===== src/rtl/matrix_frame_overlay_pkg.sv =====
// Shared constants and geometry helpers for the matrix bracket overlay and the
// VGA timing generator it sits beside.
package matrix_frame_overlay_pkg;

  localparam int DEFAULT_COORD_W = 12;

  localparam int VGA_H_ACTIVE = 640;
  localparam int VGA_H_TOTAL  = 800;
  localparam int VGA_V_ACTIVE = 480;
  localparam int VGA_V_TOTAL  = 525;

  typedef enum logic {
    BLINK_OFF = 1'b0,
    BLINK_ON  = 1'b1
  } blink_phase_e;

  function automatic int bracket_height(input int rows, input int cell_h, input int pad);
    return rows * cell_h + 2 * pad;
  endfunction

  function automatic int bracket_sep(input int cols, input int cell_w, input int pad);
    return cols * cell_w + 2 * pad;
  endfunction

endpackage


===== src/rtl/matrix_frame_overlay_bracket_shape.sv =====
// Combinational point-in-bracket test: '[' when MIRROR=0, ']' when MIRROR=1.
module bracket_shape #(
  parameter bit MIRROR = 1'b0,
  parameter int CW     = 14
) (
  input  logic [CW-1:0] px,
  input  logic [CW-1:0] py,
  input  logic [CW-1:0] ox,
  input  logic [CW-1:0] oy,
  input  logic [CW-1:0] height,
  input  logic [CW-1:0] width,
  input  logic [CW-1:0] thick,
  output logic          hit
);

  logic in_box;
  logic cut_y;
  logic cut_x;

  assign in_box = (px >= ox) && (px < ox + width) && (py >= oy) && (py < oy + height);
  assign cut_y  = (py >= oy + thick) && (py < oy + height - thick);

  // The cutout opens toward the cells, so the mirrored bracket keeps its stroke on the right.
  if (MIRROR) begin : g_right
    assign cut_x = (px < ox + width - thick);
  end else begin : g_left
    assign cut_x = (px >= ox + thick);
  end

  assign hit = in_box && !(cut_y && cut_x);

endmodule


===== src/rtl/matrix_frame_overlay.sv =====
// Two-stage pipelined overlay drawing matrix brackets and a blinking highlighted
// cell outline, with a frame-synchronised movable position.
module matrix_frame_overlay
  import matrix_frame_overlay_pkg::*;
#(
  parameter int ROWS           = 3,
  parameter int COLS           = 3,
  parameter int CELL_W         = 52,
  parameter int CELL_H         = 34,
  parameter int PAD            = 2,
  parameter int LINE_THICKNESS = 2,
  parameter int BRACKET_WIDTH  = 4,
  parameter int X0_INIT        = 100,
  parameter int Y0_INIT        = 50,
  parameter int COORD_W        = DEFAULT_COORD_W,
  parameter int BLINK_FRAMES   = 30
) (
  input  logic               clk,
  input  logic               rst_n,
  input  logic [COORD_W-1:0] x,
  input  logic [COORD_W-1:0] y,
  input  logic               frame_start,
  input  logic               pos_valid,
  output logic               pos_ready,
  input  logic [COORD_W-1:0] pos_x,
  input  logic [COORD_W-1:0] pos_y,
  input  logic               hl_en,
  input  logic [7:0]         hl_row,
  input  logic [7:0]         hl_col,
  output logic               pixel_on,
  output logic               hl_on
);

  localparam int CW = COORD_W + 2;
  localparam logic [CW-1:0] H_C        = CW'(bracket_height(ROWS, CELL_H, PAD));
  localparam logic [CW-1:0] SEP_C      = CW'(bracket_sep(COLS, CELL_W, PAD));
  localparam logic [CW-1:0] BW_C       = CW'(BRACKET_WIDTH);
  localparam logic [CW-1:0] LT_C       = CW'(LINE_THICKNESS);
  localparam logic [CW-1:0] PAD_C      = CW'(PAD);
  localparam logic [CW-1:0] CELL_W_C   = CW'(CELL_W);
  localparam logic [CW-1:0] CELL_H_C   = CW'(CELL_H);
  localparam logic [CW-1:0] CELL_W_M1  = CW'(CELL_W - 1);
  localparam logic [CW-1:0] CELL_H_M1  = CW'(CELL_H - 1);
  localparam logic [7:0]    ROWS_C     = 8'(ROWS);
  localparam logic [7:0]    COLS_C     = 8'(COLS);
  localparam int            FCW        = (BLINK_FRAMES > 1) ? $clog2(BLINK_FRAMES) : 1;
  localparam logic [FCW-1:0] FRAME_LAST = FCW'(BLINK_FRAMES - 1);

  logic [COORD_W-1:0] active_x, active_y;
  logic [COORD_W-1:0] pend_x, pend_y;
  logic               pending_valid;
  logic [FCW-1:0]     frame_cnt;
  blink_phase_e       blink_phase;

  assign pos_ready = !pending_valid;

  // A new position waits in the pending slot so it only lands on a frame boundary.
  always_ff @(posedge clk) begin
    if (!rst_n) begin
      active_x      <= COORD_W'(X0_INIT);
      active_y      <= COORD_W'(Y0_INIT);
      pend_x        <= '0;
      pend_y        <= '0;
      pending_valid <= 1'b0;
    end else if (frame_start && pending_valid) begin
      active_x      <= pend_x;
      active_y      <= pend_y;
      pending_valid <= 1'b0;
    end else if (pos_valid && !pending_valid) begin
      pend_x        <= pos_x;
      pend_y        <= pos_y;
      pending_valid <= 1'b1;
    end
  end

  always_ff @(posedge clk) begin
    if (!rst_n) begin
      frame_cnt   <= '0;
      blink_phase <= BLINK_ON;
    end else if (frame_start) begin
      if (frame_cnt == FRAME_LAST) begin
        frame_cnt   <= '0;
        blink_phase <= (blink_phase == BLINK_ON) ? BLINK_OFF : BLINK_ON;
      end else begin
        frame_cnt <= frame_cnt + 1'b1;
      end
    end
  end

  logic [CW-1:0] px, py, x0_w, y0_w, rx_w, cell_x, cell_y;
  logic          left_hit, right_hit, hl_sel;

  assign px     = CW'(x);
  assign py     = CW'(y);
  assign x0_w   = CW'(active_x);
  assign y0_w   = CW'(active_y);
  assign rx_w   = x0_w + BW_C + SEP_C;
  assign cell_x = x0_w + BW_C + PAD_C + CW'(hl_col) * CELL_W_C;
  assign cell_y = y0_w + PAD_C + CW'(hl_row) * CELL_H_C;
  assign hl_sel = hl_en && (hl_row < ROWS_C) && (hl_col < COLS_C) && (blink_phase == BLINK_ON);

  bracket_shape #(.MIRROR(1'b0), .CW(CW)) u_left (
    .px(px), .py(py), .ox(x0_w), .oy(y0_w),
    .height(H_C), .width(BW_C), .thick(LT_C), .hit(left_hit)
  );

  bracket_shape #(.MIRROR(1'b1), .CW(CW)) u_right (
    .px(px), .py(py), .ox(rx_w), .oy(y0_w),
    .height(H_C), .width(BW_C), .thick(LT_C), .hit(right_hit)
  );

  logic [CW-1:0] s1_x, s1_y, s1_cx, s1_cy;
  logic          s1_left, s1_right, s1_hl;

  always_ff @(posedge clk) begin
    if (!rst_n) begin
      s1_x     <= '0;
      s1_y     <= '0;
      s1_cx    <= '0;
      s1_cy    <= '0;
      s1_left  <= 1'b0;
      s1_right <= 1'b0;
      s1_hl    <= 1'b0;
    end else begin
      s1_x     <= px;
      s1_y     <= py;
      s1_cx    <= cell_x;
      s1_cy    <= cell_y;
      s1_left  <= left_hit;
      s1_right <= right_hit;
      s1_hl    <= hl_sel;
    end
  end

  logic [CW-1:0] cx_end, cy_end;
  logic          in_cell, on_edge;

  assign cx_end  = s1_cx + CELL_W_M1;
  assign cy_end  = s1_cy + CELL_H_M1;
  assign in_cell = (s1_x >= s1_cx) && (s1_x <= cx_end) && (s1_y >= s1_cy) && (s1_y <= cy_end);
  assign on_edge = (s1_x == s1_cx) || (s1_x == cx_end) || (s1_y == s1_cy) || (s1_y == cy_end);

  always_ff @(posedge clk) begin
    if (!rst_n) begin
      pixel_on <= 1'b0;
      hl_on    <= 1'b0;
    end else begin
      pixel_on <= s1_left || s1_right;
      hl_on    <= s1_hl && in_cell && on_edge;
    end
  end

endmodule


===== config.mk =====
export PLATFORM = sky130hd
export DESIGN_NAME = matrix_frame_overlay
export DESIGN_NICKNAME = d
export VERILOG_FILES = /design/src/rtl/matrix_frame_overlay_pkg.sv /design/src/rtl/matrix_frame_overlay_bracket_shape.sv /design/src/rtl/matrix_frame_overlay.sv
export SDC_FILE = /design/constraint.sdc
export NUM_CORES = 1
export LEC_CHECK = 0
export ABC_CLOCK_PERIOD_IN_PS = 4100
export CAP_MARGIN = 20
export CORE_MARGIN = 3
export CORE_UTILIZATION = 55
export DETAILED_ROUTE_END_ITERATION = 6
export PLACE_DENSITY = 0.78
export SYNTH_ARGS = -nofsm -noshare
export SYNTH_HDL_FRONTEND = slang
export SYNTH_SLANG_ARGS = --single-unit

===== constraint.sdc =====
create_clock -name clk -period 4.1 [get_ports clk]
set_input_delay 0.615 -clock clk [delete_from_list [all_inputs] [get_ports clk]]
set_output_delay 0.615 -clock clk [all_outputs]
set_load 0.01 [all_outputs]

## After elaboration in Yosys (flattened, before gate mapping)

Cells that the tools add are included.

| word-level totals | value |
|---|---|
| bits in registers | 116 |
| input port bits | 69 |
| word-level logic and storage cells | 90 |

| cells by class | value |
|---|---|
| $add $sub $neg | 14 |
| $mul | 2 |
| $lt $le $gt $ge | 16 |
| eq/ne operators | 5 |
| multiplexer cells | 2 |
| bitwise gates (word level) | 2 |
| reduce and logical (&&, ||, !) cells | 31 |

Operators by type and width:

| cell | number |
|---|---|
| 12-bit by 14-bit less-than comparator with 1-bit output | 5 |
| 14-bit equality test | 4 |
| 12-bit by 14-bit greater-or-equal comparator with 1-bit output | 3 |
| 14-bit adder | 2 |
| 14-bit by 6-bit adder with 14-bit output, second input constant | 2 |
| 14-bit greater-or-equal comparator | 2 |
| 14-bit <= comparator | 2 |
| 14-bit by 2-bit subtractor with 14-bit output, second input constant | 2 |
| 12-bit by 2-bit adder with 13-bit output, second input constant | 2 |
| 12-bit greater-or-equal comparator | 2 |
| 1-bit logical AND | 21 |
| 8-bit by 2-bit less-than comparator with 1-bit output, second input constant | 2 |
| 14-bit by 2-bit adder with 14-bit output, second input constant | 1 |
| 14-bit by 3-bit adder with 14-bit output, second input constant | 1 |
| 14-bit by 8-bit adder with 14-bit output, second input constant | 1 |
| 12-bit by 3-bit adder with 13-bit output, second input constant | 1 |
| 12-bit by 7-bit adder with 13-bit output, second input constant | 1 |
| 8-bit by 5-bit multiplier with 13-bit output, second input constant | 1 |
| 8-bit by 4-bit multiplier with 12-bit output, second input constant | 1 |
| 5-bit by 1-bit adder with 5-bit output, second input constant | 1 |
| 5-bit equality test, second input constant | 1 |
| 5-bit two-way mux | 1 |
| 1-bit logical OR | 4 |
| 2-bit AND reduction | 2 |
| other kinds (4) | 7 |

## Longest topological paths before layout

| logic depth | value |
|---|---|
| depth after elaboration | 8 |
| depth in mapped cells | 22 |
| mapped depth without buffers | 21 |

## Hierarchy

Synthesis repeated with hierarchy kept, for this count alone.

| second synthesis, totals | value |
|---|---|
| cells, all modules | 2,139 |
| area total of the unflattened synthesis | 17,215.3 um2 |

Modules (own cells, without submodules):

| module | times used | cells an instance | area an instance (um2) |
|---|---|---|---|
| matrix_frame_overlay | 1 | 886 | 7,367.1 |
| bracket_shape at u_left | 1 | 623 | 4,969.8 |
| bracket_shape at u_right | 1 | 630 | 4,878.4 |

## Worst setup path after synthesis

OpenSTA, ideal clock, no wires.

| timing | value |
|---|---|
| kind | reg2reg |
| from | register active_x[3] |
| to | register s1_right |
| setup time | 0.060 ns |
| data arrival time | 3.906 ns |
| path slack | 0.134 ns |
| stages on the path, launching flop included | 22 |
| cells stage by stage | dfxtp_1 buf_2 and2_1 nand2_1 xnor2_1 ha_1 nor2_1 o211ai_1 nand4_1 a21oi_1 nand2_1 a2111o_1 o21a_1 nor2_1 xnor2_1 ha_1 and3_1 o2111ai_1 o21ai_0 nand3_1 o211ai_1 o2111a_1 |

| on the way | value |
|---|---|
| longest elaborated chain between the ends | 8 |

Ends and longest elaborated chain:

| item | line | RTL |
|---|---|---|
| start, declared | matrix_frame_overlay.sv:49 | `logic [COORD_W-1:0] active_x, active_y;` |
| start signal, assigned | matrix_frame_overlay.sv:60 | `active_x <= COORD_W'(X0_INIT);` |
| start signal, assigned | matrix_frame_overlay.sv:66 | `active_x <= pend_x;` |
| 12-bit by 3-bit adder with 13-bit output * | matrix_frame_overlay.sv:97 | `assign rx_w = x0_w + BW_C + SEP_C;` |
| 14-bit by 8-bit adder with 14-bit output * | matrix_frame_overlay.sv:97 |  |
| 14-bit by 3-bit adder with 14-bit output | matrix_frame_overlay_bracket_shape.sv:20, matrix_frame_overlay_bracket_shape.sv:25 |  |
| 14-bit by 2-bit subtractor with 14-bit output or 12-bit by 14-bit less-than comparator with 1-bit output (tied branches) | matrix_frame_overlay_bracket_shape.sv:25, matrix_frame_overlay_bracket_shape.sv:20 |  |
| 12-bit by 14-bit less-than comparator with 1-bit output or 1-bit logical AND (tied branches) | matrix_frame_overlay_bracket_shape.sv:25, matrix_frame_overlay_bracket_shape.sv:20 |  |
| 1-bit logical AND (on tied branches) | matrix_frame_overlay_bracket_shape.sv:30, matrix_frame_overlay_bracket_shape.sv:20 |  |
| 1-bit logical NOT or 1-bit logical AND (tied branches) | matrix_frame_overlay_bracket_shape.sv:30, matrix_frame_overlay_bracket_shape.sv:20 |  |
| 1-bit logical AND * | matrix_frame_overlay_bracket_shape.sv:30 | `assign hit = in_box && !(cut_y && cut_x);` |
| end signal, assigned | matrix_frame_overlay.sv:130 | `s1_right <= right_hit;` |
| end, declared | matrix_frame_overlay.sv:113 | `logic s1_left, s1_right, s1_hl;` |

Mark *: on every way between the ends. The rest lies on a longest branch, timed or not.
A chain may end at the register's enable or synchronous reset.

## Final worst setup path

| timing | value |
|---|---|
| from | input port hl_col[1] |
| to | register s1_cx[13] |

| on the way | value |
|---|---|
| longest elaborated chain between the ends | 2 |

Ends and longest elaborated chain:

| item | line | RTL |
|---|---|---|
| start, declared | matrix_frame_overlay.sv:29 | `input logic [7:0] hl_col,` |
| 8-bit by 4-bit multiplier with 12-bit output | matrix_frame_overlay.sv:98 | `assign cell_x = x0_w + BW_C + PAD_C + CW'(hl_col) * CELL_W_C;` |
| 14-bit adder | matrix_frame_overlay.sv:98 |  |
| end signal, assigned | matrix_frame_overlay.sv:127 | `s1_cx <= cell_x;` |
| end, declared | matrix_frame_overlay.sv:112 | `logic [CW-1:0] s1_x, s1_y, s1_cx, s1_cy;` |

Every way passes these cells.

==> impl_metrics.prom <==
# TYPE chip_impl_metric gauge
chip_impl_metric{name="fp.coreArea",unit="um^2"} 19020
chip_impl_info{name="path_cells",value="clkdlybuf4s50_1 > ha_2 > inv_1 > fa_1 > inv_1 > ha_1 > a21o_1 > a21oi_2 > o21ai_0 > a21oi_1 > o21bai_1 > a21oi_1 > xnor2_1 > ha_1 > inv_1 > o21bai_1 > o41ai_2 > xnor2_1 > and2_1"} 1
chip_impl_metric{name="area_growth_syn_to_layout",unit="%"} 16.43
chip_impl_metric{name="clock_insertion_delay_worst_skew",unit="ns"} 0.35
chip_impl_metric{name="power_per_cell_area",unit="nW/um^2"} 283.4
chip_impl_metric{name="vias_per_cell",unit=""} 5.399
chip_impl_info{name="setup.worst_path.start",value="hl_col[1]"} 1
chip_impl_info{name="startpoint_type",value="input pin"} 1
chip_impl_metric{name="setup_tns",unit="ns"} 0
chip_impl_metric{name="worst_ep_arrival_time",unit="ns"} 4.12
chip_impl_metric{name="finalHoldViolations",unit=""} 0
chip_impl_metric{name="synth_area_per_cell",unit="um^2"} 8.157
chip_impl_metric{name="detail_route.drc_violations",unit=""} 0
chip_impl_metric{name="max_slew_headroom",unit="%"} 35.30
chip_impl_metric{name="dr.pass1.iters",unit=""} 5
chip_impl_metric{name="synth_warnings",unit=""} 0
chip_impl_info{name="grt_setup_unrepaired",value="true"} 1
chip_impl_metric{name="die-area",unit="um^2"} 21350
chip_impl_metric{name="sum_of_routed_wire_length_over_all_layers",unit="um"} 24590
chip_impl_metric{name="critical-path-max-stage-delay",unit="ns"} 0.56
chip_impl_metric{name="finalCriticalPeriod",unit="ns"} 3.872
chip_impl_metric{name="io_buffer_count",unit=""} 71
chip_impl_metric{name="first_iteration_detailed_routing_drc_count",unit=""} 496
chip_impl_metric{name="postSynth.asyncResetShare",unit="%"} 0
chip_impl_metric{name="die_width",unit="um"} 146.1
chip_impl_metric{name="final_design_area_no_fill",unit="um^2"} 12570
chip_impl_metric{name="synth_enable_flop_cells",unit=""} 0
chip_impl_metric{name="timing.fmax",unit="MHz"} 258.3
chip_impl_info{name="cp-end-kind",value="flop"} 1
chip_impl_metric{name="placed_cell_area",unit="um^2"} 12180
chip_impl_metric{name="finish.net_count",unit=""} 1728
chip_impl_metric{name="grt.overflow.total",unit=""} 0
chip_impl_metric{name="synth.lib_cells_used.distinct",unit=""} 71
chip_impl_metric{name="synth_area",unit="um^2"} 10800
chip_impl_metric{name="fin_worst_skew",unit="ns"} 0.007316
chip_impl_metric{name="postSynthCellCount",unit=""} 1324
chip_impl_metric{name="crit_path_max_fanout",unit=""} 3
chip_impl_metric{name="antenna_found_initial",unit=""} 0
chip_impl_metric{name="cts_buffers",unit=""} 9
chip_impl_metric{name="detailed_place_hpwl",unit="um"} 20300
chip_impl_metric{name="die_h",unit="um"} 146.1
chip_impl_metric{name="wire_length_of_the_first_global_routing_pass",unit="um"} 41470
chip_impl_metric{name="grt_start_max_net_pins",unit=""} 54
chip_impl_metric{name="layout-drive-gt1-share",unit="%"} 8.039
chip_impl_metric{name="cts_sinks",unit=""} 112
chip_impl_metric{name="synth-seq-cells",unit=""} 112
chip_impl_metric{name="comb_power_share",unit="%"} 39.1
chip_impl_metric{name="antenna_cells_inserted",unit=""} 0
chip_impl_metric{name="worst_slew_pin_slew",unit="ns"} 0.9705
chip_impl_metric{name="number_of_setup_violations_in_the_final_report",unit=""} 0
chip_impl_metric{name="clk_path_buf_depth",unit=""} 2
chip_impl_metric{name="crit_required",unit="ns"} 4.35
chip_impl_metric{name="period_share",unit="%"} 94.44
chip_impl_metric{name="antenna_violating_nets_post_route",unit=""} 0
chip_impl_metric{name="seq_power_share",unit="%"} 35.1
chip_impl_info{name="timing.critical_path.mode_cell",value="sky130_fd_sc_hd__inv_1"} 1
chip_impl_metric{name="gr-usage-all-layers",unit="%"} 22.97
chip_impl_metric{name="post_drt_wl_per_cell",unit="um"} 14.44
chip_impl_info{name="worstHoldStart",value="s1_left"} 1
chip_impl_info{name="synthFlopType",value="sky130_fd_sc_hd__dfxtp_1"} 1
chip_impl_metric{name="postLayoutCoreUtil",unit="%"} 66.12
chip_impl_metric{name="cts.htree.levels",unit=""} 3
chip_impl_metric{name="maxCapViolations",unit=""} 0
chip_impl_info{name="regToRegStartpoint",value="active_x[4]"} 1
chip_impl_metric{name="detailroute.via_count",unit=""} 9195
chip_impl_metric{name="total_leakage_power",unit="uW"} 0.005518
chip_impl_metric{name="synthesis.nets",unit=""} 1614
chip_impl_metric{name="rows",unit=""} 50
chip_impl_metric{name="p_sw_share",unit="%"} 31.78
chip_impl_metric{name="internal-power",unit="uW"} 2431
chip_impl_metric{name="initial_utilization",unit="%"} 56.79
chip_impl_metric{name="first_global_vias",unit=""} 9078
chip_impl_metric{name="power.switching",unit="uW"} 1133
chip_impl_info{name="path_class",value="in2reg"} 1
chip_impl_info{name="outcome",value="completed"} 1
chip_impl_metric{name="fin_hold_ws",unit="ns"} 0.4311
chip_impl_info{name="crit_slowest_cell",value="sky130_fd_sc_hd__fa_1"} 1
chip_impl_metric{name="slew_violations",unit=""} 0
chip_impl_metric{name="clock_network_fraction_of_total_power",unit="%"} 25.7
chip_impl_metric{name="synth_sequential_area_ratio",unit="%"} 20.76
chip_impl_metric{name="top_level_ports",unit=""} 72
chip_impl_info{name="clockRootBuffer",value="sky130_fd_sc_hd__clkbuf_16"} 1
chip_impl_metric{name="cts.clk_slew.worst_paths",unit="ns"} 0.07
chip_impl_info{name="cts_tree",value="yes"} 1
chip_impl_metric{name="gp_congestion",unit=""} 0.9475
chip_impl_metric{name="max_rail_drop_vdd",unit="mV"} 0.2372
chip_impl_info{name="worst_hold_path_type",value="reg2reg"} 1
[worst max-delay path, delay by kind of cell]
kind,cells,cell delay [ns]
simple gates,1,0.15
xor+xnor,2,0.22
fa+ha+maj,4,1.35
buf+inv,4,0.68
compound gates,8,1.11
[final timing paths]
path	to	slack (ns)	depth (start not counted)
max	s1_cx[13]	0.23	19
min	pixel_on	0.43	1
max reg2reg	s1_right	0.26	20
min reg2reg	pixel_on	0.43	1
[cell families (layout without fill, tap and decap cells)]
| kind of cell | after synthesis | count (layout) | share of synthesized area [%] |
|---|---|---|---|
| muxes | 2 | 2 | 0.2085 |
| and+or+nand+nor | 399 | 399 | 18.37 |
| buffers and inverters | 172 | 291 | 6.163 |
| DFF | 112 | 112 | 20.76 |
| AOI/OAI and AO/OA | 293 | 293 | 17.93 |
| xor gates and xnor gates | 122 | 122 | 10.10 |
| adders and majority gates | 224 | 224 | 26.46 |
[per-stage QoR]
step | total power, uW | std cells | worst slack [ns]
3_3_place_gp | 2600 | 1685 | -0.1972
6_report | 3564 | 1703 | 0.2281
5_1_grt | 3836 | 1703 | 0.001406
3_5_place_dp | 2647 | 1685 | -0.2259
4_1_cts | 3573 | 1701 | 0.1186
2_1_floorplan | 2216 | 1324 | 0.1340
[power by group through the flow]
| stage | registers, uW | logic, uW | clock network (uW) |
|---|---|---|---|
| after CTS | 1250 | 1390 | 935 |
| after global placement | 1270 | 1330 | 0 |
| after detailed placement | 1270 | 1370 | 0 |
| after floorplan | 1250 | 963 | 0 |
| after global routing | 1260 | 1600 | 975 |
| final | 1250 | 1390 | 917 |
[per-layer routing]
layer	part of all wire, %	track usage [%]	vias to the layer above
li1	-	-	4791
met1	46	30.07	4185
met2	47	39.34	175
met3	3.5	2.948	44
met4	2.7	7.432	0
met5	0	0	-
[area by class of cell]
type | instances | area [um^2]
Sequential cell | 112 | 2246
Timing Repair Buffer | 142 | 1241
Clock inverter | 3 | 65.06
Clock buffer | 13 | 250.2
Tap cell | 260 | 325.3
Multi-Input combinational cell | 1040 | 7948
Inverter | 133 | 499.2
Fill cell | 1620 | 6444
[registers in the layout (all words and copies together), names as in the netlist]
signal / count
hl_on: 1
s1_x: 12
s1_cy: 14
s1_hl: 1
pixel_on: 1
s1_left: 1
blink_phase: 1
s1_y: 12
active_x: 12
s1_cx: 14
pending_valid: 1
pend_y: 12
pend_x: 12
s1_right: 1
active_y: 12
frame_cnt: 5
[layout by cell type, fill, tap and decap left out, types with 19 or more instances in the layout]
cell                              Yosys  layout
sky130_fd_sc_hd__a21o_1              28      28
sky130_fd_sc_hd__nand3_1             29      29
sky130_fd_sc_hd__ha_1               213     210
sky130_fd_sc_hd__nor2b_1             21      21
sky130_fd_sc_hd__nand2_1            156     156
sky130_fd_sc_hd__nor2_1              48      48
sky130_fd_sc_hd__o21a_1              19      19
sky130_fd_sc_hd__nand4_1             21      21
sky130_fd_sc_hd__xor2_1              20      20
sky130_fd_sc_hd__dfxtp_1            112     109
sky130_fd_sc_hd__inv_1              130     129
sky130_fd_sc_hd__o21ai_0             49      48
sky130_fd_sc_hd__a21oi_1             70      67
sky130_fd_sc_hd__xnor2_1             99      97
sky130_fd_sc_hd__buf_4                3      71
sky130_fd_sc_hd__a21boi_0            44      44
sky130_fd_sc_hd__and2_1              60      59
sky130_fd_sc_hd__clkdlybuf4s50_1      0      69
[cell usage after synthesis, types with 10 or more instances]
cell type	instances	share of area, %
sky130_fd_sc_hd__inv_1	130	4.5
sky130_fd_sc_hd__nand3_1	29	1.3
sky130_fd_sc_hd__dfxtp_1	112	21
sky130_fd_sc_hd__nor2b_1	21	1.2
sky130_fd_sc_hd__clkbuf_1	29	1.0
sky130_fd_sc_hd__o21bai_1	17	1.2
sky130_fd_sc_hd__nor3_1	10	0.46
sky130_fd_sc_hd__ha_1	213	25
sky130_fd_sc_hd__and3_1	11	0.64
sky130_fd_sc_hd__o21a_1	19	1.3
sky130_fd_sc_hd__a21o_1	28	1.9
sky130_fd_sc_hd__nand2b_1	14	0.81
sky130_fd_sc_hd__nor2_1	48	1.7
sky130_fd_sc_hd__nand4_1	21	1.2
sky130_fd_sc_hd__a21boi_0	44	3.1
sky130_fd_sc_hd__o21ai_0	49	2.3
sky130_fd_sc_hd__xor2_1	20	1.6
sky130_fd_sc_hd__and2_1	60	3.5
sky130_fd_sc_hd__nand2_1	156	5.4
sky130_fd_sc_hd__xnor2_1	99	8.0
sky130_fd_sc_hd__a21oi_1	70	3.2
[what timing repair did]
item / in CTS / in global routing
hold buffers: 0 / 0
endpoints found under the setup margin: 0 / 3
resized for setup: 0 / 19
buffers inserted: 0 / 2
endpoints found under the hold margin: 0 / 0
No activity file was read; power rests on OpenSTA's default activity.
